--- src/rtl/reg_file_pkg.sv ---
// Shared types and helpers for the register file: address sizing, byte
// counting and the byte-lane merge used by storage writes and the bypass.
package reg_file_pkg;

  localparam int BYTE_W = 8;
  // Widest word the merge helper handles; callers zero-extend and truncate.
  localparam int MAX_W  = 256;
  localparam int MAX_NB = MAX_W / BYTE_W;

  function automatic int addr_width(input int depth);
    return $clog2(depth);
  endfunction

  function automatic int bytes_per_word(input int width);
    return width / BYTE_W;
  endfunction

  function automatic logic [MAX_W-1:0] merge(input logic [MAX_W-1:0]  old_word,
                                             input logic [MAX_W-1:0]  new_word,
                                             input logic [MAX_NB-1:0] byte_en);
    logic [MAX_W-1:0] result;
    result = old_word;
    for (int i = 0; i < MAX_NB; i++) begin
      if (byte_en[i]) result[BYTE_W*i +: BYTE_W] = new_word[BYTE_W*i +: BYTE_W];
    end
    return result;
  endfunction

endpackage

--- src/rtl/reg_file_if.sv ---
// Bus-side signals of the register file.
// All enables are single-cycle strobes with no ready/backpressure: the file
// always accepts write_en, read_en and reserve_en on the rising edge they are
// sampled high, and Qa/Qb hold their value until the next read_en.
interface reg_file_if
  import reg_file_pkg::*;
#(
  parameter int WIDTH = 32,
  parameter int DEPTH = 16
);
  localparam int AW = addr_width(DEPTH);
  localparam int NB = bytes_per_word(WIDTH);

  logic             write_en;
  logic [AW-1:0]    write_addr;
  logic [NB-1:0]    byte_en;
  logic [WIDTH-1:0] D;
  logic             read_en;
  logic [AW-1:0]    read_addr_a;
  logic [AW-1:0]    read_addr_b;
  logic [WIDTH-1:0] Qa;
  logic [WIDTH-1:0] Qb;
  logic             reserve_en;
  logic [AW-1:0]    reserve_addr;
  logic             busy_a;
  logic             busy_b;

  modport master (
    output write_en, write_addr, byte_en, D, read_en, read_addr_a, read_addr_b,
           reserve_en, reserve_addr,
    input  Qa, Qb, busy_a, busy_b
  );

  modport slave (
    input  write_en, write_addr, byte_en, D, read_en, read_addr_a, read_addr_b,
           reserve_en, reserve_addr,
    output Qa, Qb, busy_a, busy_b
  );
endinterface

--- src/rtl/reg_file_port.sv ---
// One registered read port: storage mux, optional write forwarding and
// R0 masking in front of the output register.
module reg_file_port
  import reg_file_pkg::*;
#(
  parameter int WIDTH    = 32,
  parameter int DEPTH    = 16,
  parameter int ZERO_REG = 1,
  parameter int BYPASS   = 1,
  localparam int AW      = addr_width(DEPTH),
  localparam int NB      = bytes_per_word(WIDTH)
) (
  input  logic             clock,
  input  logic             clear,
  input  logic             read_en,
  input  logic [AW-1:0]    read_addr,
  input  logic [WIDTH-1:0] regs [DEPTH],
  input  logic             write_en,
  input  logic [AW-1:0]    write_addr,
  input  logic [NB-1:0]    byte_en,
  input  logic [WIDTH-1:0] d,
  output logic [WIDTH-1:0] q
);
  logic [WIDTH-1:0] stored;
  logic [WIDTH-1:0] merged;
  logic [WIDTH-1:0] next_q;

  always_comb begin
    stored = regs[read_addr];
    merged = WIDTH'(merge(MAX_W'(stored), MAX_W'(d), MAX_NB'(byte_en)));
    next_q = stored;
    if (BYPASS != 0 && write_en && write_addr == read_addr) next_q = merged;
    // Masking after the bypass keeps R0 at zero even when a write targets it.
    if (ZERO_REG != 0 && read_addr == '0) next_q = '0;
  end

  always_ff @(posedge clock) begin
    if (clear) begin
      q <= '0;
    end else if (read_en) begin
      q <= next_q;
    end
  end
endmodule

--- src/rtl/reg_file.sv ---
// Register file with two registered read ports, a byte-masked write port
// and a per-register busy scoreboard for hazard detection.
module reg_file
  import reg_file_pkg::*;
#(
  parameter int               WIDTH       = 32,
  parameter int               DEPTH       = 16,
  parameter int               ZERO_REG    = 1,
  parameter int               BYPASS      = 1,
  parameter logic [WIDTH-1:0] RESET_VALUE = '0
) (
  input logic       clock,
  input logic       clear,
  reg_file_if.slave bus
);
  localparam int AW = addr_width(DEPTH);
  localparam int NB = bytes_per_word(WIDTH);

  logic [WIDTH-1:0] regs [DEPTH];
  logic [DEPTH-1:0] busy;
  logic             store_en;
  logic [WIDTH-1:0] write_word;

  assign store_en   = bus.write_en && !(ZERO_REG != 0 && bus.write_addr == '0);
  assign write_word = WIDTH'(merge(MAX_W'(regs[bus.write_addr]), MAX_W'(bus.D),
                                   MAX_NB'(bus.byte_en)));

  always_ff @(posedge clock) begin
    if (clear) begin
      for (int i = 0; i < DEPTH; i++) begin
        regs[i] <= (ZERO_REG != 0 && i == 0) ? '0 : RESET_VALUE;
      end
      busy <= '0;
    end else begin
      if (store_en) regs[bus.write_addr] <= write_word;
      // Later assignments win: a same-cycle reserve re-claims a register the
      // write is releasing, and R0 never shows as busy.
      if (bus.write_en)   busy[bus.write_addr]   <= 1'b0;
      if (bus.reserve_en) busy[bus.reserve_addr] <= 1'b1;
      if (ZERO_REG != 0)  busy[0]                <= 1'b0;
    end
  end

  assign bus.busy_a = busy[bus.read_addr_a];
  assign bus.busy_b = busy[bus.read_addr_b];

  reg_file_port #(
    .WIDTH(WIDTH), .DEPTH(DEPTH), .ZERO_REG(ZERO_REG), .BYPASS(BYPASS)
  ) u_port_a (
    .clock(clock), .clear(clear), .read_en(bus.read_en),
    .read_addr(bus.read_addr_a), .regs(regs), .write_en(store_en),
    .write_addr(bus.write_addr), .byte_en(bus.byte_en), .d(bus.D), .q(bus.Qa)
  );

  reg_file_port #(
    .WIDTH(WIDTH), .DEPTH(DEPTH), .ZERO_REG(ZERO_REG), .BYPASS(BYPASS)
  ) u_port_b (
    .clock(clock), .clear(clear), .read_en(bus.read_en),
    .read_addr(bus.read_addr_b), .regs(regs), .write_en(store_en),
    .write_addr(bus.write_addr), .byte_en(bus.byte_en), .d(bus.D), .q(bus.Qb)
  );
endmodule
--- src/flat_wrapper.sv ---
// flat-port wrapper written by rule: the top's interface ports become plain ports
module reg_file_flat import reg_file_pkg::*;
#(
  parameter int               WIDTH       = 32,
  parameter int               DEPTH       = 16,
  parameter int               ZERO_REG    = 1,
  parameter int               BYPASS      = 1,
  parameter logic [WIDTH-1:0] RESET_VALUE = '0
)
  (clock, clear, bus_write_en, bus_write_addr, bus_byte_en, bus_D, bus_read_en, bus_read_addr_a, bus_read_addr_b, bus_reserve_en, bus_reserve_addr, bus_Qa, bus_Qb, bus_busy_a, bus_busy_b);
  reg_file_if #(.WIDTH(WIDTH), .DEPTH(DEPTH)) bus_i ();
  input logic clock;
  input logic clear;
  input wire logic [$bits(bus_i.write_en)-1:0] bus_write_en;
  input wire logic [$bits(bus_i.write_addr)-1:0] bus_write_addr;
  input wire logic [$bits(bus_i.byte_en)-1:0] bus_byte_en;
  input wire logic [$bits(bus_i.D)-1:0] bus_D;
  input wire logic [$bits(bus_i.read_en)-1:0] bus_read_en;
  input wire logic [$bits(bus_i.read_addr_a)-1:0] bus_read_addr_a;
  input wire logic [$bits(bus_i.read_addr_b)-1:0] bus_read_addr_b;
  input wire logic [$bits(bus_i.reserve_en)-1:0] bus_reserve_en;
  input wire logic [$bits(bus_i.reserve_addr)-1:0] bus_reserve_addr;
  output wire logic [$bits(bus_i.Qa)-1:0] bus_Qa;
  output wire logic [$bits(bus_i.Qb)-1:0] bus_Qb;
  output wire logic [$bits(bus_i.busy_a)-1:0] bus_busy_a;
  output wire logic [$bits(bus_i.busy_b)-1:0] bus_busy_b;
  assign bus_i.write_en = bus_write_en;
  assign bus_i.write_addr = bus_write_addr;
  assign bus_i.byte_en = bus_byte_en;
  assign bus_i.D = bus_D;
  assign bus_i.read_en = bus_read_en;
  assign bus_i.read_addr_a = bus_read_addr_a;
  assign bus_i.read_addr_b = bus_read_addr_b;
  assign bus_i.reserve_en = bus_reserve_en;
  assign bus_i.reserve_addr = bus_reserve_addr;
  assign bus_Qa = bus_i.Qa;
  assign bus_Qb = bus_i.Qb;
  assign bus_busy_a = bus_i.busy_a;
  assign bus_busy_b = bus_i.busy_b;
  reg_file #(.WIDTH(WIDTH), .DEPTH(DEPTH), .ZERO_REG(ZERO_REG), .BYPASS(BYPASS), .RESET_VALUE(RESET_VALUE)) u_core (.clock(clock), .clear(clear), .bus(bus_i));
endmodule
--- config.mk ---
export PLATFORM = sky130hd
export DESIGN_NAME = reg_file_flat
export DESIGN_NICKNAME = d
export VERILOG_FILES = /design/src/rtl/reg_file_pkg.sv /design/src/rtl/reg_file_if.sv /design/src/rtl/reg_file_port.sv /design/src/rtl/reg_file.sv /design/src/flat_wrapper.sv
export SDC_FILE = /design/constraint.sdc
export NUM_CORES = 2
export LEC_CHECK = 0
export ABC_AREA = 1
export ABC_CLOCK_PERIOD_IN_PS = 1600
export BUFFER_PORTS_ARGS = -buffer_cell sky130_fd_sc_hd__buf_2
export CORE_ASPECT_RATIO = 1.75
export CORE_MARGIN = 2
export CORE_UTILIZATION = 45
export DETAILED_ROUTE_END_ITERATION = 16
export PLACE_DENSITY = 0.63
export SYNTH_ARGS = -nofsm -noshare
export SYNTH_HDL_FRONTEND = slang
export SYNTH_SLANG_ARGS = --single-unit
--- constraint.sdc ---
create_clock -name clock -period 1.6 [get_ports clock]
set_input_delay 0.08 -clock clock [delete_from_list [all_inputs] [get_ports clock]]
set_output_delay 0.08 -clock clock [all_outputs]
set_load 0.05 [all_outputs]
==> flow_metrics.tcl <==
set metrics [dict create \
    synth_cell_types 29 \
    p_clk_frac 0.411 \
    drive_above_1_share 0.146 \
    slew_headroom 0.589 \
    synth_top_area_share 0.325 \
    cp_top_family "buffers and inverters" \
    grt_pass1_wl_um 255000 \
    globalRouteOverflowTotal 0 \
    clock_path_buffers 3 \
    cts_tree "built" \
    critPathBufInv 3 \
    clkTransAtPathRegs_ps 70 \
    worstPathMaxFanout 2 \
    placementRows 138 \
    grt_usage 0.407 \
    die_x_um 219 \
    routabilityCongestion 0.960 \
    grt_max_degree 86 \
    wl_per_cell_um 23.6 \
    drc 0 \
    cts.sinks 591 \
    netlist_instances 6016 \
    slew_violations 0 \
    yosysWarnings 0 \
    pwr-share-comb 0.197 \
    yosys.area.top_type "dfxtp_1" \
    start_util 0.453 \
    rsz0062_at_grt "true" \
    ir_worst_vdd_uv 969 \
    htree_levels 2 \
    pre_cts_ws_ps -624 \
    setup_viol 8 \
    seqPwrFrac 0.393 \
    vias_per_cell 5.98 \
    p_sw_mw 12.4 \
    critPathMaxStageDelay_ps 330 \
    async_flop_share 0 \
    yosys_register_bits 591 \
    power.internal_mw 26.7 \
    avgSynthCellArea_um2 6.05 \
    fp.dieH_um 380 \
    clk_latency_ps 700 \
    end_kind "output port" \
    clock_tree.root_cell "clkbuf_16" \
    synth_most_common_cell "nand2_1" \
    ant_nets 0 \
    min_path_type "in -> reg" \
    final_area_um2 45600 \
    dr.pass1.iters 9 \
    pin_count 123 \
    swShare 0.317 \
    leakagePower_nw 20.7 \
    worstMarginPinSlew_ps 616 \
    period_minus_slack_ps 1910 \
    drt_iter0_markers 5493 \
    ys_seq_area_frac 0.325 \
    syn_nets 6073 \
    areaGrowthSynthToFinish_pct 25.3 \
    crit_path_cell_trace "inv_1 > o21ai_1 > a21oi_1 > buf_4 > o221ai_4 > buf_6" \
    die_area_um2 83300 \
    period_share 1.19 \
    setup.worst_path.class "reg -> out" \
    dp_hpwl_um 116000 \
    grt_pass1_vias 40800 \
    place_area_um2 42100 \
    violations "setup timing" \
    cp-start-kind "register" \
    ys_top_cells_by_count "nand2_1, a21oi_1, inv_1, dfxtp_1, o21ai_0" \
    synth-edff-count 0 \
    cp.arrival_ps 1830 \
    slowest_stage "dfxtp_2" \
    cellPowerDensity_nw_per_um2 857 \
    finalWorstSetupSlack_ps -306 \
    wl_um 174000 \
    core-area_um2 80500 \
    cts_buffers 60 \
    fmax_mhz 525 \
    crit_required_ps 1520 \
    via_count 44000 \
    status "complete, but fails checks" \
    ys.flop_type "dfxtp_1" \
    io_buffer_count 122 \
    syn-cell-area_um2 36400 \
    synth_area_leaders "dfxtp_1, nand2_1, a21oi_1" \
    nets 6317 \
    maxCapViolCount 0 \
    antenna_found_initial 6 \
    finClkSkew_ps 34.6 \
    hold_violations 0 \
]
-- path summary, 6_finish.rpt --
path / startpoint / endpoint / slack [ps] / depth (start not counted)
setup / recovery: u_core.busy[3] / bus_busy_b / -310 / 6
hold / removal: bus_byte_en[2] / u_core.u_port_a.q[20] / 20 / 6
setup reg to reg: u_core.regs[286] / u_core.u_port_b.q[30] / -30 / 9
hold reg to reg: u_core.regs[509] / u_core.regs[509] / 450 / 2
-- area by class of cell --
class,instances,area (um2)
flip-flops and latches,591,11800
clock buffers,76,1630
clock inverters,33,542
well taps,1050,1310
repair buffers,698,7250
multi-input cells,4231,20500
fillers,7959,34800
inverters,678,2550
diodes,1,2.50
-- what timing repair did --
action	4_1_cts	5_1_grt
hold endpoints to repair	266	2
pin swaps	12	54
buffers inserted	7	29
endpoints found under the setup margin	399	367
gates resized for setup	56	82
hold buffers	37	2
-- cells by family (layout without fill, tap and decap cells) --
family	count (synthesis)	after routing	share of synthesized area
AO/OA/AOI/OAI	1822	1822	0.271
AND/OR/NAND/NOR	2404	2404	0.275
XOR/XNOR	5	5	0.00120
other	0	1	0
buffers and inverters	1194	1485	0.128
flip-flops	591	591	0.325
-- tightest hold or removal path, stage by stage --
cell	delay (ps)
buf_2	130
buf_4	190
nand3_1	90
nand2_1	50
nand2_1	50
a21oi_1	50
-- flip-flops by register name, indices dropped and copies added (netlist names) --
| signal | cells |
|---|---|
| u_core.u_port_a.q | 32 |
| u_core.regs | 512 |
| u_core.busy | 15 |
| u_core.u_port_b.q | 32 |
-- layer usage --
metal	share of wire	global-route usage	routed length [um]
met5	0.00029	0	50
met4	0.12	0.408	21200
met3	0.097	0.0810	16800
met2	0.44	0.633	76600
met1	0.34	0.452	59200
-- layout by cell type, fill, tap and decap left out, types with 3 or more instances in the layout --
cell	instances
o21ai_1	118
a21oi_2	16
inv_2	46
inv_6	3
o21ai_2	6
inv_1	624
clkbuf_8	9
buf_12	168
nand3b_1	54
a22oi_1	19
clkinv_4	4
a21oi_1	916
nand3_1	461
buf_6	12
dfxtp_2	13
nor2_1	343
o22ai_1	3
nor2_4	23
o21ai_4	28
nand2_1	1424
clkbuf_1	9
clkinv_2	7
o211ai_1	221
nand2_2	11
xnor2_1	4
buf_2	110
clkinv_1	7
bufinv_16	11
o21ai_0	490
dfxtp_1	578
nor2_2	3
buf_4	362
clkbuf_16	60
nand4_1	73
dlygate4sd3_1	39
buf_8	4
nand3_2	4
clkinvlp_4	5
-- power by group through the flow --
| stage | combinational (mW) | clock [mW] | sequential, mW |
|---|---|---|---|
| 2_1_floorplan | 3.54 | 0 | 15.9 |
| 3_3_place_gp | 7.02 | 0 | 15.7 |
| 3_5_place_dp | 7.05 | 0 | 15.7 |
| 4_1_cts | 7.23 | 16.1 | 15.3 |
| 5_1_grt | 8.06 | 16.7 | 15.4 |
| 6_report | 7.71 | 16.1 | 15.4 |
-- stage by stage --
stage	hold slack, ps	utilization	total power, mW	setup TNS (ps)	cells
finish	18.8	0.567	39.1	-725	7358
global route	41.1	0.567	40.1	-1040	7357
CTS	0.856	0.559	38.7	-649	7327
detailed placement	429	0.523	22.7	-269600	7174
global placement	418	0.523	22.7	-259610	7174
floorplan	244	-	19.5	0	6016
(Power assumes the default switching activity.)
